==> src/rtl/pipe_run_ctrl.sv <==
// Run/halt/single-step sequencer for the 4-stage pipeline with retire count.
// Optional PC breakpoint built when PIPE_RUN_CTRL_BP_EN is defined.
module pipe_run_ctrl #(
  parameter int PC_W         = 8,
  parameter int DRAIN_CYCLES = 3
) (
  input  logic            clk,
  input  logic            rst,
  input  logic            cmd_valid,
  output logic            cmd_ready,
  input  logic [1:0]      cmd_op,
  input  logic [7:0]      cmd_count,
  input  logic [PC_W-1:0] pc,
  input  logic [PC_W-1:0] bp_addr,
  input  logic            bp_en,
  output logic            fetch_en,
  output logic            bubble,
  output logic            pipe_en,
  output logic            halted,
  output logic            done,
  output logic            bp_hit,
  output logic [15:0]     retired_cnt
);

  localparam int CW =
    (DRAIN_CYCLES > 1) ? $clog2(DRAIN_CYCLES) : 1;
  localparam logic [CW-1:0] DRAIN_LOAD =
    CW'(DRAIN_CYCLES - 1);

  localparam logic [1:0] OP_RUN  = 2'b01;
  localparam logic [1:0] OP_HALT = 2'b10;
  localparam logic [1:0] OP_STEP = 2'b11;

  typedef enum logic [1:0] {
    S_HALTED,
    S_RUN,
    S_STEP,
    S_DRAIN
  } state_t;

  state_t state_q, state_d;
  logic [7:0]    step_q, step_d;
  logic [CW-1:0] drain_q, drain_d;
  logic          done_d;
  logic          accept;
  logic          bp_match;
  logic [DRAIN_CYCLES-1:0] issue_sr_q;
  logic [DRAIN_CYCLES:0]   sr_shift;

`ifdef PIPE_RUN_CTRL_BP_EN
  assign bp_match = bp_en && (state_q == S_RUN)
                    && (pc == bp_addr);

  always_ff @(posedge clk) begin
    if (rst) bp_hit <= 1'b0;
    else     bp_hit <= bp_match;
  end
`else
  logic unused_bp;
  assign unused_bp = ^{bp_en, bp_addr, pc};
  assign bp_match  = 1'b0;
  assign bp_hit    = 1'b0;
`endif

  always_comb begin
    cmd_ready = (state_q == S_HALTED) || (state_q == S_RUN);
    accept    = cmd_valid && cmd_ready;
    fetch_en  = ((state_q == S_RUN) && !bp_match)
                || (state_q == S_STEP);
    bubble    = !fetch_en;
    pipe_en   = (state_q != S_HALTED);
    halted    = (state_q == S_HALTED);
  end

  always_comb begin
    state_d = state_q;
    step_d  = step_q;
    drain_d = drain_q;
    done_d  = 1'b0;
    unique case (state_q)
      S_HALTED: begin
        if (accept && cmd_op == OP_RUN) begin
          state_d = S_RUN;
        end else if (accept && cmd_op == OP_STEP) begin
          if (cmd_count != 8'd0) begin
            state_d = S_STEP;
            step_d  = cmd_count;
          end else begin
            done_d = 1'b1;
          end
        end
      end
      S_RUN: begin
        if (bp_match || (accept && cmd_op == OP_HALT)) begin
          state_d = S_DRAIN;
          drain_d = DRAIN_LOAD;
        end
      end
      S_STEP: begin
        step_d = step_q - 8'd1;
        if (step_q == 8'd1) begin
          state_d = S_DRAIN;
          drain_d = DRAIN_LOAD;
        end
      end
      S_DRAIN: begin
        if (drain_q == '0) begin
          state_d = S_HALTED;
          done_d  = 1'b1;
        end else begin
          drain_d = drain_q - 1'b1;
        end
      end
    endcase
  end

  always_ff @(posedge clk) begin
    if (rst) begin
      state_q <= S_HALTED;
      step_q  <= '0;
      drain_q <= '0;
      done    <= 1'b0;
    end else begin
      state_q <= state_d;
      step_q  <= step_d;
      drain_q <= drain_d;
      done    <= done_d;
    end
  end

  // Top bit is the instruction leaving WB this cycle.
  assign sr_shift = {issue_sr_q, fetch_en};

  always_ff @(posedge clk) begin
    if (rst) begin
      issue_sr_q  <= '0;
      retired_cnt <= '0;
    end else if (pipe_en) begin
      issue_sr_q <= sr_shift[DRAIN_CYCLES-1:0];
      if (sr_shift[DRAIN_CYCLES])
        retired_cnt <= retired_cnt + 16'd1;
    end
  end

endmodule
==> config.mk <==
export PLATFORM = sky130hd
export DESIGN_NAME = pipe_run_ctrl
export DESIGN_NICKNAME = d
export VERILOG_FILES = /design/src/rtl/pipe_run_ctrl.sv
export SDC_FILE = /design/constraint.sdc
export NUM_CORES = 1
export LEC_CHECK = 0
export BUFFER_PORTS_ARGS = -buffer_cell sky130_fd_sc_hd__buf_2
export CORE_ASPECT_RATIO = 0.8
export CORE_MARGIN = 3
export CORE_UTILIZATION = 53
export CTS_BUF_LIST = sky130_fd_sc_hd__clkbuf_2
export CTS_CLUSTER_DIAMETER = 200
export DETAILED_ROUTE_END_ITERATION = 6
export HOLD_SLACK_MARGIN = 0.12
export PLACE_DENSITY = 0.85
export SLEW_MARGIN = 20
export SYNTH_ARGS = -nofsm -noshare
export SYNTH_HDL_FRONTEND = slang
export SYNTH_SLANG_ARGS = --single-unit
export TNS_END_PERCENT = 5
==> constraint.sdc <==
create_clock -name clk -period 1.95 [get_ports clk]
set_input_delay 0.0975 -clock clk [delete_from_list [all_inputs] [get_ports clk]]
set_output_delay 0.0975 -clock clk [all_outputs]
set_load 0.03 [all_outputs]
==> metrics <==
busiest grt layer=met2; GP Congestion=0.903; power per cell area=998 mW/mm2; met2 usage=0.339; initial antenna violation count=0; Die Ht=~58 um; mux cell area share after synthesis=0.0395; Post-DP HPWL=between 3 and 4 mm; Main synth FF type=dfxtp_1; most frequent cells in the layout=34 x buf_2, 32 x dfxtp_1, 24 x nor2_1; reg-to-reg setup timing slack=100 ps; clk_skew=around 13 ps; M3 GR Usage=0.0555; Tot GR Track Use=0.226; post-CTS setup buffers=0; I/O pin total=53; met1 GRT Util=0.303; WS Path Type=flip-flop to flip-flop; Synth Warn #=0; hold path startpoint=cmd_count[1]; grt total ovfl=0; Tcrit/Tclk final=0.948; Routed WL per cell=14.3 um; CP endpoint kind=flip-flop; Max VDD drop=913 uV; Critical R2R Capture=step_q[0]; leading area contributor after synthesis=dfxtp_1; drt initial violations=between 100 and 150; fin. max-slew vios=0; worst hold margin=145 ps; DRT Pass-1 Iters=5; Core Util, Final=0.694; Critical Path Fanout Max=10; Layout area overhead=23.4%; vias in the first global route=1648; pin count of the biggest net entering global routing=18; clock transition at the registers of the reported paths=roughly 150 ps; core area=0.00315 mm2; Post-Synth XOR/XNOR Area=0.0494; final net count=306; Syn Inst Count=212; CTS H-tree lvls=2; maxcap violations=0; die width=between 70 and 80 um; count of port buffers added during placement=34; most common cell after layout, fill and taps aside=buf_2; post-synth top area share=0.362; Post-synth EDFFs=0; Syn Std Cell Area=around 0.0018 mm2; Worst-Skew Late Latency=360 ps; final setup violation count=0; first-pass GRT wire length=around 7.3 mm; Achievable Freq=around 0.54 GHz; ant diodes=0; CTS root buf=clkbuf_2; vias=1777; Post-synth ARST share=0; outcome=completed; class of the worst hold path=input pin to flip-flop; worst r2r src=state_q[1]; critical path startpoint category=flip-flop; die area=between 0.004 and 0.005 mm2; CTS buffer count=5; Hold Path Stages=3; Seq/Total Area, Yosys=0.362; Arr. time, crit path=2130 ps; Leakage=0.922 nW; compound-cell area share of the yosys netlist=0.188; Post-Syn Area per Cell=8.36 um2; Crit path required time=approximately 2200 ps; Reg2Reg Depth=6; vias per cell=roughly 5.8; main combinational cell family by area after synthesis=simple AND/OR/NAND/NOR gates; clock buffer depth=2; Synth Register Bits=32; Tmin final=1850 ps; Hold Path End=step_q[1]; Row Count=18; synthesized net count=251; fraction of final layout cells sized beyond drive strength 1=0.247; top post-synthesis cells by area=dfxtp_1 36%, ha_1 6.4%, nor2_1 5.1%; Routed WL=about 4.4 mm; DRC viols=0; starting density of the core=0.562; Routed Antenna Nets=0; clk sink count=32; RSZ-0062 raised after global routing=false; synth unique cells=48; endpoints failing hold=0; setup TNS=0 ps; Post-Synth Adder-Cell Area=0.0636; Synth Area in Simple Gates=0.244; CTS tree=yes
layer usage:
metal / part of all wire / vias up / wire (um)
li1: - / 882 / -
met3: 0.089 / 13 / 390
met5: 0 / - / 0
met1: 0.46 / 787 / 2050
met2: 0.42 / 95 / 1850
met4: 0.026 / 0 / 116
registers in the layout, indices dropped and copies added, names as in the netlist:
name         count
state_q          2
retired_cnt     16
drain_q          2
step_q           8
issue_sr_q       3
done             1
worst max-delay path, stage by stage, from the launching register on:
cell      delay (ps)
dfxtp_1          370
buf_4            120
ha_1             160
clkinv_1         250
nor2_1           410
o22ai_1          170
a221oi_1         290
power by group:
group / switching [mW] / internal (mW)
clock: 0.218 / 0.0855
sequential: 0.0442 / 0.714
combinational: 0.671 / 0.450
total: 0.933 / 1.25
worst max path at each step:
stage / start / endpoint / slack (ps)
after global placement: state_q[0] / retired_cnt[15] / 140
after CTS: state_q[0] / retired_cnt[13] / 30
final: state_q[1] / step_q[0] / 100
after detailed placement: state_q[0] / retired_cnt[13] / 70
after global routing: state_q[1] / step_q[7] / 20
after floorplan: state_q[0] / retired_cnt[12] / 20
cell usage after synthesis (all sizes together), types with 5 or more instances:
master / count
nand3: 6
inv: 14
buf: 5
xnor2: 6
nand4: 5
nor4: 5
nor2: 24
nor2b: 5
nand2: 17
a21oi: 16
dfxtp: 32
mux2i: 7
ha: 9
cell families (layout without fill, tap and decap cells):
logic type / count (synthesis) / after routing
DFF: 32 / 32
AOI/OAI and AO/OA: 48 / 48
xor gates and xnor gates: 10 / 10
other: 1 / 1
adders and majority gates: 9 / 9
buffers and inverters: 23 / 78
muxes: 7 / 7
and+or+nand+nor: 82 / 82
through the flow:
step	instance area [um2]	power [mW]	setup slack, ps	std cells
6_report	2190	2.18	102	307
5_1_grt	2190	2.30	18.1	307
4_1_cts	2170	2.15	34.7	307
3_5_place_dp	2070	1.84	65.8	293
3_3_place_gp	2070	1.81	136	293
2_1_floorplan	1770	1.53	21.4	212
layout make-up:
type,instances,area [um2]
Fill cell,268,966
Clock buffer,6,30.0
Multi-Input combinational cell,157,1050
Clock inverter,1,5.00
Tap cell,40,50.0
Inverter,15,56.3
Sequential cell,32,641
Timing Repair Buffer,56,353
repair_timing:
action,in CTS,in global routing
endpoints found under the setup margin,0,10
endpoints found under the hold margin,21,0
resized for setup,0,4
hold buffers,7,0
Note: power is estimated with default switching activity, not from simulation.
